### config.mk
export PLATFORM = sky130hd
export DESIGN_NAME = mem_port_arbiter_flat
export DESIGN_NICKNAME = d
export VERILOG_FILES = /design/src/rtl/mem_port_arbiter_if.sv /design/src/rtl/mem_port_arbiter.sv /design/src/flat_wrapper.sv
export SDC_FILE = /design/constraint.sdc
export NUM_CORES = 1
export LEC_CHECK = 0
export BUFFER_PORTS_ARGS = -buffer_cell sky130_fd_sc_hd__buf_2
export CAP_MARGIN = 5
export CORE_AREA = 2 2 109 111
export DETAILED_ROUTE_END_ITERATION = 16
export DIE_AREA = 0 0 111 113
export PLACE_DENSITY = 0.74
export SLEW_MARGIN = 10
export SYNTH_ARGS = -nofsm -noshare
export SYNTH_HDL_FRONTEND = slang
export SYNTH_SLANG_ARGS = --single-unit
### constraint.sdc
create_clock -name clk -period 2.2 [get_ports clk]
set_clock_uncertainty 0.2 [all_clocks]
set_input_delay 0.11 -clock clk [delete_from_list [all_inputs] [get_ports clk]]
set_output_delay 0.11 -clock clk [all_outputs]
set_load 0.005 [all_outputs]
### src/rtl/mem_port_arbiter_if.sv
// mem_port_arbiter_if: requester ports plus memory channel shared by the arbiter
interface mem_port_arbiter_if #(parameter int AW = 32, parameter int DW = 32);
  logic          inst_req;
  logic [AW-1:0] inst_addr;
  logic          inst_addr_ok;
  logic          inst_data_ok;
  logic [DW-1:0] inst_rdata;
  logic          data_req;
  logic          data_wr;
  logic [3:0]    data_wstrb;
  logic [AW-1:0] data_addr;
  logic [DW-1:0] data_wdata;
  logic          data_addr_ok;
  logic          data_data_ok;
  logic [DW-1:0] data_rdata;
  logic          mem_req;
  logic          mem_wr;
  logic [3:0]    mem_wstrb;
  logic [AW-1:0] mem_addr;
  logic [DW-1:0] mem_wdata;
  logic          mem_addr_ok;
  logic          mem_data_ok;
  logic [DW-1:0] mem_rdata;
  modport slave (
    input  inst_req, inst_addr, data_req, data_wr, data_wstrb, data_addr, data_wdata,
           mem_addr_ok, mem_data_ok, mem_rdata,
    output inst_addr_ok, inst_data_ok, inst_rdata, data_addr_ok, data_data_ok, data_rdata,
           mem_req, mem_wr, mem_wstrb, mem_addr, mem_wdata
  );
  modport master (
    output inst_req, inst_addr, data_req, data_wr, data_wstrb, data_addr, data_wdata,
           mem_addr_ok, mem_data_ok, mem_rdata,
    input  inst_addr_ok, inst_data_ok, inst_rdata, data_addr_ok, data_data_ok, data_rdata,
           mem_req, mem_wr, mem_wstrb, mem_addr, mem_wdata
  );
endinterface

### src/rtl/mem_port_arbiter.sv
// mem_port_arbiter: serialises inst/data ports onto one memory channel; ARB_ROUND_ROBIN_EN selects round-robin on conflicts
module mem_port_arbiter #(parameter int AW = 32, parameter int DW = 32) (
  input logic clk,
  input logic rst,
  mem_port_arbiter_if.slave bus
);
  typedef enum logic [1:0] {IDLE, REQ, RESP} state_t;
  state_t state, state_nx;
  logic owner, last_grant, pick, wr_q;
  logic [3:0] wstrb_q;
  logic [AW-1:0] addr_q;
  logic [DW-1:0] wdata_q;
`ifdef ARB_ROUND_ROBIN_EN
  assign pick = bus.data_req & (~bus.inst_req | ~last_grant);
`else
  logic unused_last_grant;
  assign unused_last_grant = last_grant;
  assign pick = bus.data_req;
`endif
  always_comb begin
    state_nx = IDLE;
    state_nx = state == IDLE ? (bus.inst_req | bus.data_req ? REQ : IDLE) :
               state == REQ  ? (bus.mem_addr_ok ? RESP : REQ) :
               state == RESP ? (bus.mem_data_ok ? IDLE : RESP) : IDLE;
  end
  always_ff @(posedge clk or posedge rst) begin
    if (rst) begin
      state      <= IDLE;
      owner      <= 1'b0;
      last_grant <= 1'b0;
      wr_q       <= 1'b0;
      wstrb_q    <= '0;
      addr_q     <= '0;
      wdata_q    <= '0;
    end else begin
      state <= state_nx;
      if (state == IDLE && (bus.inst_req | bus.data_req)) begin
        owner   <= pick;
        wr_q    <= pick & bus.data_wr;
        wstrb_q <= pick ? bus.data_wstrb : '0;
        addr_q  <= pick ? bus.data_addr : bus.inst_addr;
        wdata_q <= pick ? bus.data_wdata : '0;
      end
      if (state == REQ && bus.mem_addr_ok) last_grant <= owner;
    end
  end
  assign bus.mem_req      = state == REQ;
  assign bus.mem_wr       = wr_q;
  assign bus.mem_wstrb    = wstrb_q;
  assign bus.mem_addr     = addr_q;
  assign bus.mem_wdata    = wdata_q;
  assign bus.inst_addr_ok = state == REQ & bus.mem_addr_ok & ~owner;
  assign bus.data_addr_ok = state == REQ & bus.mem_addr_ok & owner;
  assign bus.inst_data_ok = state == RESP & bus.mem_data_ok & ~owner;
  assign bus.data_data_ok = state == RESP & bus.mem_data_ok & owner;
  assign bus.inst_rdata   = bus.mem_rdata;
  assign bus.data_rdata   = bus.mem_rdata;
endmodule

### src/flat_wrapper.sv
// flat-port wrapper written by rule: the top's interface ports become plain ports
module mem_port_arbiter_flat 
#(parameter int AW = 32, parameter int DW = 32)
  (clk, rst, bus_inst_req, bus_inst_addr, bus_data_req, bus_data_wr, bus_data_wstrb, bus_data_addr, bus_data_wdata, bus_mem_addr_ok, bus_mem_data_ok, bus_mem_rdata, bus_inst_addr_ok, bus_inst_data_ok, bus_inst_rdata, bus_data_addr_ok, bus_data_data_ok, bus_data_rdata, bus_mem_req, bus_mem_wr, bus_mem_wstrb, bus_mem_addr, bus_mem_wdata);
  mem_port_arbiter_if #(.AW(AW), .DW(DW)) bus_i ();
  input logic clk;
  input logic rst;
  input wire logic [$bits(bus_i.inst_req)-1:0] bus_inst_req;
  input wire logic [$bits(bus_i.inst_addr)-1:0] bus_inst_addr;
  input wire logic [$bits(bus_i.data_req)-1:0] bus_data_req;
  input wire logic [$bits(bus_i.data_wr)-1:0] bus_data_wr;
  input wire logic [$bits(bus_i.data_wstrb)-1:0] bus_data_wstrb;
  input wire logic [$bits(bus_i.data_addr)-1:0] bus_data_addr;
  input wire logic [$bits(bus_i.data_wdata)-1:0] bus_data_wdata;
  input wire logic [$bits(bus_i.mem_addr_ok)-1:0] bus_mem_addr_ok;
  input wire logic [$bits(bus_i.mem_data_ok)-1:0] bus_mem_data_ok;
  input wire logic [$bits(bus_i.mem_rdata)-1:0] bus_mem_rdata;
  output wire logic [$bits(bus_i.inst_addr_ok)-1:0] bus_inst_addr_ok;
  output wire logic [$bits(bus_i.inst_data_ok)-1:0] bus_inst_data_ok;
  output wire logic [$bits(bus_i.inst_rdata)-1:0] bus_inst_rdata;
  output wire logic [$bits(bus_i.data_addr_ok)-1:0] bus_data_addr_ok;
  output wire logic [$bits(bus_i.data_data_ok)-1:0] bus_data_data_ok;
  output wire logic [$bits(bus_i.data_rdata)-1:0] bus_data_rdata;
  output wire logic [$bits(bus_i.mem_req)-1:0] bus_mem_req;
  output wire logic [$bits(bus_i.mem_wr)-1:0] bus_mem_wr;
  output wire logic [$bits(bus_i.mem_wstrb)-1:0] bus_mem_wstrb;
  output wire logic [$bits(bus_i.mem_addr)-1:0] bus_mem_addr;
  output wire logic [$bits(bus_i.mem_wdata)-1:0] bus_mem_wdata;
  assign bus_i.inst_req = bus_inst_req;
  assign bus_i.inst_addr = bus_inst_addr;
  assign bus_i.data_req = bus_data_req;
  assign bus_i.data_wr = bus_data_wr;
  assign bus_i.data_wstrb = bus_data_wstrb;
  assign bus_i.data_addr = bus_data_addr;
  assign bus_i.data_wdata = bus_data_wdata;
  assign bus_i.mem_addr_ok = bus_mem_addr_ok;
  assign bus_i.mem_data_ok = bus_mem_data_ok;
  assign bus_i.mem_rdata = bus_mem_rdata;
  assign bus_inst_addr_ok = bus_i.inst_addr_ok;
  assign bus_inst_data_ok = bus_i.inst_data_ok;
  assign bus_inst_rdata = bus_i.inst_rdata;
  assign bus_data_addr_ok = bus_i.data_addr_ok;
  assign bus_data_data_ok = bus_i.data_data_ok;
  assign bus_data_rdata = bus_i.data_rdata;
  assign bus_mem_req = bus_i.mem_req;
  assign bus_mem_wr = bus_i.mem_wr;
  assign bus_mem_wstrb = bus_i.mem_wstrb;
  assign bus_mem_addr = bus_i.mem_addr;
  assign bus_mem_wdata = bus_i.mem_wdata;
  mem_port_arbiter #(.AW(AW), .DW(DW)) u_core (.clk(clk), .rst(rst), .bus(bus_i));
endmodule
==> results of run 1 <==
## cells by family (layout without fill, tap and decap cells)
kind of cell    Yosys count  after routing  synth area share
flops                    72             72             0.507
buf+inv                  81            307             0.175
simple gates              9              9            0.0151
mux                      64             64             0.203
compound gates           41             41             0.101
## per-stage QoR
| stage | instance area (sq um) | utilization |
|---|---|---|
| after CTS | 5450 | 0.483 |
| after floorplan | 3550 | - |
| final | 5450 | 0.483 |
| after global placement | 4080 | 0.362 |
| after global routing | 5450 | 0.483 |
| after detailed placement | 4080 | 0.362 |
## layer usage
layer | GRT usage | wire length [um] | up-vias | part of all wire
li1 | - | - | 1318 | -
met1 | 0.168 | 3710 | 1367 | 0.37
met2 | 0.290 | 5250 | 159 | 0.52
met3 | 0.0450 | 818 | 25 | 0.081
met4 | 0.0867 | 314 | 0 | 0.031
met5 | 0 | 0 | - | 0
## state kept, by name, summed over array words and instances, names as in the netlist
register,flops
u_core.owner,1
u_core.bus.mem_wstrb,4
u_core.bus.mem_wdata,32
u_core.bus.mem_addr,32
u_core.state,2
u_core.bus.mem_wr,1
## critical path: cells and delay by family
family                 cells  cell delay (ns)
buffers and inverters      3             1.23
muxes                      2             0.53
## synthesized netlist by cell type (all sizes together)
cell    instances
buf            79
dfrtp          72
mux2           64
a22o           37
o21ai           3
inv             2
nor2            2
a21o            1
and2            1
and3            1
and4b           1
nand2           1
nand2b          1
nor2b           1
nor3b           1
## how the worst max path moves through the flow
| stage | cells past startpoint | start | slack, ns | end |
|---|---|---|---|---|
| 3_5_place_dp | 4 | u_core.state[1] | 0.50 | u_core.bus.mem_addr[4] |
| 4_1_cts | 5 | bus_data_addr[4] | 0.36 | u_core.bus.mem_addr[4] |
| 6_report | 5 | bus_data_addr[28] | 0.35 | u_core.bus.mem_addr[28] |
| 2_1_floorplan | 1 | rst | 0.07 | u_core.bus.mem_addr[0] |
| 3_3_place_gp | 4 | u_core.state[1] | 0.58 | u_core.bus.mem_addr[4] |
| 5_1_grt | 5 | bus_data_addr[28] | 0.31 | u_core.bus.mem_addr[28] |
## power by group
part	internal (mW)	switching (mW)
clock network	0.993	0.557
logic	1.31	0.957
registers	1.95	0.342
## area by class of cell
| class | instances | area [sq um] | area share |
|---|---|---|---|
| clock buffers | 9 | 225 | 0.0414 |
| clock inverters | 7 | 95.1 | 0.0175 |
| well taps | 143 | 179 | 0.0329 |
| multi-input cells | 114 | 1130 | 0.208 |
| repair buffers | 289 | 2000 | 0.368 |
| inverters | 2 | 7.51 | 0.00138 |
| flip-flops and latches | 72 | 1800 | 0.331 |
==> impl_metrics.py, run 1 <==
metrics = {
    "clocking": {
        "cts_max_path_buffers": 2,
        "cts_tree": "built",
        "post_cts_buffers": 0,
        "path_clk_slew_ns": 0.06,
        "hold_buffers": 104,
        "cts-htree-levels": 3,
        "cts.repair.resized": 0,
        "cts-root-buf": "clkbuf_16",
        "clk_latency_ns": 0.33,
        "cts_made_buffers": 9,
        "cts.sinks": 72,
    },
    "sta": {
        "slew_headroom": 0.718,
        "holdWs_ns": 0.0200,
        "worstMarginPinSlew_ns": 0.424,
        "finalCritPeriodShare": 0.841,
        "slew_viol_final": 0,
        "hold_viol": 0,
        "max_freq_mhz": 540,
        "setup-violations-final": 0,
        "fin_crit_ns": 1.85,
        "setup_ws_ns": 0.349,
        "setup_tns_ns": 0,
        "rsz0062_at_grt": "false",
    },
    "setup_path": {
        "rrSetupSlack_ns": 0.51,
        "required_ns": 2.21,
        "cp.arrival_ns": 1.86,
        "r2r-end": "u_core.bus.mem_addr[4]",
        "slowest_delay_ns": 0.57,
        "slowest_stage": "dlygate4sd3_1",
        "r2r-start": "u_core.state[1]",
        "start_kind": "input pin",
        "path_max_fanout": 1,
        "cp-end-kind": "flop",
        "crit_type": "in -> reg",
        "path_cells": "dlygate4sd3_1 -> buf_2 -> mux2_2 -> dlygate4sd3_1 -> mux2_2",
        "reg2reg_depth": 4,
    },
    "worst_hold_path": {
        "min_path_type": "in -> out",
        "min_from": "bus_mem_rdata[5]",
        "worstHoldEndpoint": "bus_inst_rdata[5]",
        "holdPathStages": 0,
    },
    "yosys": {
        "yosysTopAreaCellShare": 0.507,
        "ys_types": 19,
        "syn-num-nets": 406,
        "postSynthAreaPerCell_sq_um": 13.3,
        "ys_seq_elements": 72,
        "synth_cells": 267,
        "synth_area_leaders": "dfrtp_1, mux2_2, buf_4, a22o_1, buf_6",
        "synth_top_area_cell": "dfrtp_1",
        "yosys_warnings": 0,
        "ys_seq_area_frac": 0.507,
        "mappedNetlistArea_sq_mm": 0.00355,
    },
    "drt": {
        "first_pass_iters": 4,
        "detail_route.vias_per_cell": 4.51,
        "drtIter0Drc": 97,
        "ant_nets": 0,
        "drc": 0,
        "routedWlPerCell_um": 15.9,
        "vias": 2869,
        "routed_wl_um": 10100,
    },
    "die": {
        "pin_count": 277,
        "core_sq_mm": 0.0113,
        "die_w_um": 111,
        "rows": 39,
        "start_util": 0.315,
        "fp.dieH_um": 113,
        "die-area_sq_mm": 0.0125,
    },
    "grt": {
        "grt_max_degree": 73,
        "antenna_found_initial": 0,
        "grt_pass1_wl_um": 15900,
        "grt.total_usage": 0.160,
        "grt_overflow": 0,
        "grt_pass1_vias": 3131,
    },
    "pwr": {
        "p_per_area_mw_per_mm2": 1120,
        "vdd.ir_drop.worst_mv": 0.594,
        "power_mw": 6.10,
        "total_leakage_power_nw": 2.69,
    },
    "final_layout": {
        "layout_common_cells": "buf_2, dlygate4sd3_1, dfrtp_1",
        "instances_no_fill": 636,
        "nets": 627,
        "drive_gt1_frac": 0.535,
        "final_common_cell": "buf_2",
        "diodes": 0,
        "fillers": 972,
        "synthToLayoutAreaGrowth_pct": 53.2,
    },
    "placed_design": {
        "place_hpwl_um": 5980,
        "routabilityCongestion": 0.774,
        "pre_cts_ws_ns": 0.503,
        "io_buffers": 180,
        "dp_cells": 516,
    },
    "job": {
        "drv_cap": 0,
    },
    "outcome": {
        "status": "finished, final reports clean",
    },
}
Power figures use the tool's default switching activity.
==> run 2: changes to the inputs <==
Clock period 2.2 ns to 1.58 ns, I/O delays scaled along.
==> run 2 against run 1 <==
The run now fails in 4_1_cts. Synthesized cell count did not move. Area after synthesis is the same.
==> impl_metrics.py, run 2 <==
metrics = {
    "clocking": {
        "hold_buffers": 108,
        "cts-htree-levels": 3,
        "cts_max_path_buffers": 2,
        "cts.sinks": 72,
        "post_cts_buffers": 0,
        "cts_made_buffers": 9,
        "cts-root-buf": "clkbuf_16",
        "cts.repair.resized": 1,
    },
    "yosys": {
        "ys.flop_type": "dfrtp_1",
        "yosysTopAreaCellShare": 0.507,
        "mappedNetlistArea_sq_mm": 0.00355,
        "synth_top_area_cell": "dfrtp_1",
        "synth_area_leaders": "dfrtp_1, mux2_2, buf_4, a22o_1, buf_6",
        "ys_types": 19,
        "synth_edf_count": 0,
        "syn-num-nets": 406,
        "ys_seq_elements": 72,
        "async_flop_share": 1.00,
        "synth_cells": 267,
        "ys_seq_area_frac": 0.507,
        "postSynthAreaPerCell_sq_um": 13.3,
        "synthTopCellsByCount": "dfrtp_1, buf_4, mux2_2, a22o_1, buf_6",
        "yosys_warnings": 0,
        "yosysMostFrequentCell": "dfrtp_1",
    },
    "die": {
        "fp.dieH_um": 113,
        "rows": 39,
        "start_util": 0.315,
        "die_w_um": 111,
        "pin_count": 277,
    },
    "outcome": {
        "stop_error": "[ERROR RSZ-0060] Max buffer count reached.",
        "lastStage": "4_1_cts",
        "status": "stopped before the end",
    },
    "placed_design": {
        "io_buffers": 180,
        "routabilityCongestion": 0.731,
        "place_hpwl_um": 5680,
    },
}
==> run 2: per-stage QoR <==
step / std cells / cell area, sq um / worst slack [ns]
global placement: 520 / 4160 / 0.0555
floorplan: 267 / 3560 / 0.104
detailed placement: 520 / 4160 / -0.00792
==> run 2: cells by family after synthesis <==
| group | Yosys count | synth area share |
|---|---|---|
| buf+inv | 81 | 0.175 |
| mux | 64 | 0.203 |
| simple gates | 9 | 0.0151 |
| compound gates | 41 | 0.101 |
| flops | 72 | 0.507 |
==> run 3: changes to the inputs <==
Settings changed: CORE_AREA 2 2 109 111 to not set, CORE_MARGIN set to 2, CORE_UTILIZATION set to 33, DIE_AREA 0 0 111 113 to not set, PLACE_DENSITY 0.74 to not set, PLACE_DENSITY_LB_ADDON set to 0.15.
Clock period 1.58 ns to 2.05 ns, I/O delays scaled along.
==> run 3 against run 2 <==
The run now ends clean.
==> impl_metrics.py, run 3 (same netlist as run 1, synthesis figures left out) <==
metrics = {
    "final_layout": {
        "synthToLayoutAreaGrowth_pct": 51.4,
        "design_area_sq_mm": 0.00538,
        "layout_common_cells": "buf_2, dlygate4sd3_1, dfrtp_1",
        "drive_gt1_frac": 0.535,
        "diodes": 0,
        "fillers": 907,
        "nets": 629,
        "regArea_sq_mm": 0.00180,
        "multiInputGateArea_sq_mm": 0.00113,
        "final_common_cell": "buf_2",
    },
    "clocking": {
        "cts-htree-levels": 3,
        "clk_latency_ns": 0.33,
        "cts_max_path_buffers": 2,
        "cts_made_buffers": 9,
        "cts-root-buf": "clkbuf_8",
        "cts.repair.resized": 0,
        "cts.sinks": 72,
        "cts_tree": "built",
        "path_clk_slew_ns": 0.08,
    },
    "setup_path": {
        "crit_type": "in -> reg",
        "required_ns": 2.07,
        "cp.arrival_ns": 1.84,
        "r2r-start": "u_core.state[0]",
        "startpoint": "bus_inst_addr[31]",
        "start_kind": "input pin",
        "slowest_delay_ns": 0.56,
        "slowest_stage": "dlygate4sd3_1",
        "path_cells": "dlygate4sd3_1 -> buf_2 -> mux2_1 -> dlygate4sd3_1 -> mux2_1",
        "reg2reg_depth": 4,
        "path_max_fanout": 1,
        "cp-end-kind": "flop",
        "r2r-end": "u_core.state[1]",
        "rrSetupSlack_ns": 0.38,
    },
    "die": {
        "start_util": 0.343,
        "pin_count": 277,
        "fp.dieH_um": 108,
        "die_w_um": 108,
        "rows": 37,
        "die-area_sq_mm": 0.0116,
        "core_sq_mm": 0.0104,
    },
    "worst_hold_path": {
        "min_from": "bus_mem_rdata[24]",
        "min_path_type": "in -> out",
        "worstHoldEndpoint": "bus_data_rdata[24]",
        "holdPathStages": 0,
    },
    "placed_design": {
        "placed_cell_area_sq_mm": 0.00410,
        "place_hpwl_um": 5440,
        "routabilityCongestion": 0.724,
        "pre_cts_ws_ns": 0.432,
        "io_buffers": 180,
    },
    "grt": {
        "grt_pass1_vias": 3084,
        "grt_pass1_wl_um": 14000,
        "grt_overflow": 0,
        "antenna_found_initial": 0,
        "grt.total_usage": 0.152,
        "grt_max_degree": 48,
    },
    "pwr": {
        "total_leakage_power_nw": 2.65,
        "vdd.ir_drop.worst_mv": 0.491,
        "p_per_area_mw_per_mm2": 1150,
        "power_mw": 6.16,
    },
    "sta": {
        "setup_tns_ns": 0,
        "hold_viol": 0,
        "finalCritPeriodShare": 0.888,
        "worstMarginPinSlew_ns": 0.707,
        "slew_headroom": 0.527,
        "setup_ws_ns": 0.229,
        "setup-violations-final": 0,
        "max_freq_mhz": 549,
        "fin_crit_ns": 1.82,
        "slew_viol_final": 0,
        "rsz0062_at_grt": "false",
    },
    "drt": {
        "routed_wl_um": 8750,
        "ant_nets": 0,
        "first_pass_iters": 3,
        "drc": 0,
        "vias": 2813,
        "drtIter0Drc": 102,
        "detail_route.vias_per_cell": 4.46,
        "routedWlPerCell_um": 13.9,
    },
    "job": {
        "drv_cap": 0,
    },
    "outcome": {
        "status": "finished, final reports clean",
    },
}
## run 3: critical path: cells and delay by family
| family | cells | cell delay (ns) |
|---|---|---|
| buffers and inverters | 3 | 1.20 |
| multiplexers | 2 | 0.54 |
## run 3: repair_timing
action,4_1_cts,5_1_grt
hold buffers,105,0
hold endpoints to repair,100,0
setup buffers,0,0
## run 3: stage by stage
stage	hold WS, ns	util	std cells
3_3_place_gp	0.00505	0.395	510
4_1_cts	0.00505	0.519	631
5_1_grt	0.00501	0.519	631
6_report	0.00500	0.519	631
2_1_floorplan	0.00974	-	267
3_5_place_dp	0.00505	0.395	510
## run 3: power by group
group / switching [mW] / leakage (nW) / total (mW) / internal [mW]
Sequential: 0.344 / 0.884 / 2.43 / 2.08
Clock: 0.557 / 0.109 / 1.28 / 0.723
Combinational: 1.00 / 1.66 / 2.46 / 1.45
Total: 1.91 / 2.65 / 6.16 / 4.26
## run 3: how the worst max path moves through the flow
stage,depth (start not counted),slack [ns],end
finish,5,0.23,u_core.bus.mem_addr[31]
detailed placement,4,0.43,u_core.bus.mem_addr[31]
CTS,5,0.26,u_core.bus.mem_addr[31]
global route,5,0.20,u_core.bus.mem_addr[31]
global placement,4,0.43,u_core.bus.mem_addr[31]
floorplan,4,0.57,u_core.bus.mem_addr[31]
## run 3: final cells by class
type,count,share of cell area
Clock buffer,10,0.0256
Clock inverter,6,0.0172
Sequential cell,72,0.335
Inverter,2,0.00209
Timing Repair Buffer,291,0.378
Tap cell,136,0.0316
Multi-Input combinational cell,114,0.210
## run 3: layer usage
| metal | global-route usage | part of all wire | wire length (um) | vias up |
|---|---|---|---|---|
| met5 | 0 | 0 | 0 | - |
| met3 | 0.0430 | 0.086 | 752 | 19 |
| met4 | 0.0659 | 0.019 | 167 | 0 |
| li1 | - | - | - | 1317 |
| met2 | 0.268 | 0.49 | 4270 | 141 |
| met1 | 0.171 | 0.41 | 3550 | 1336 |
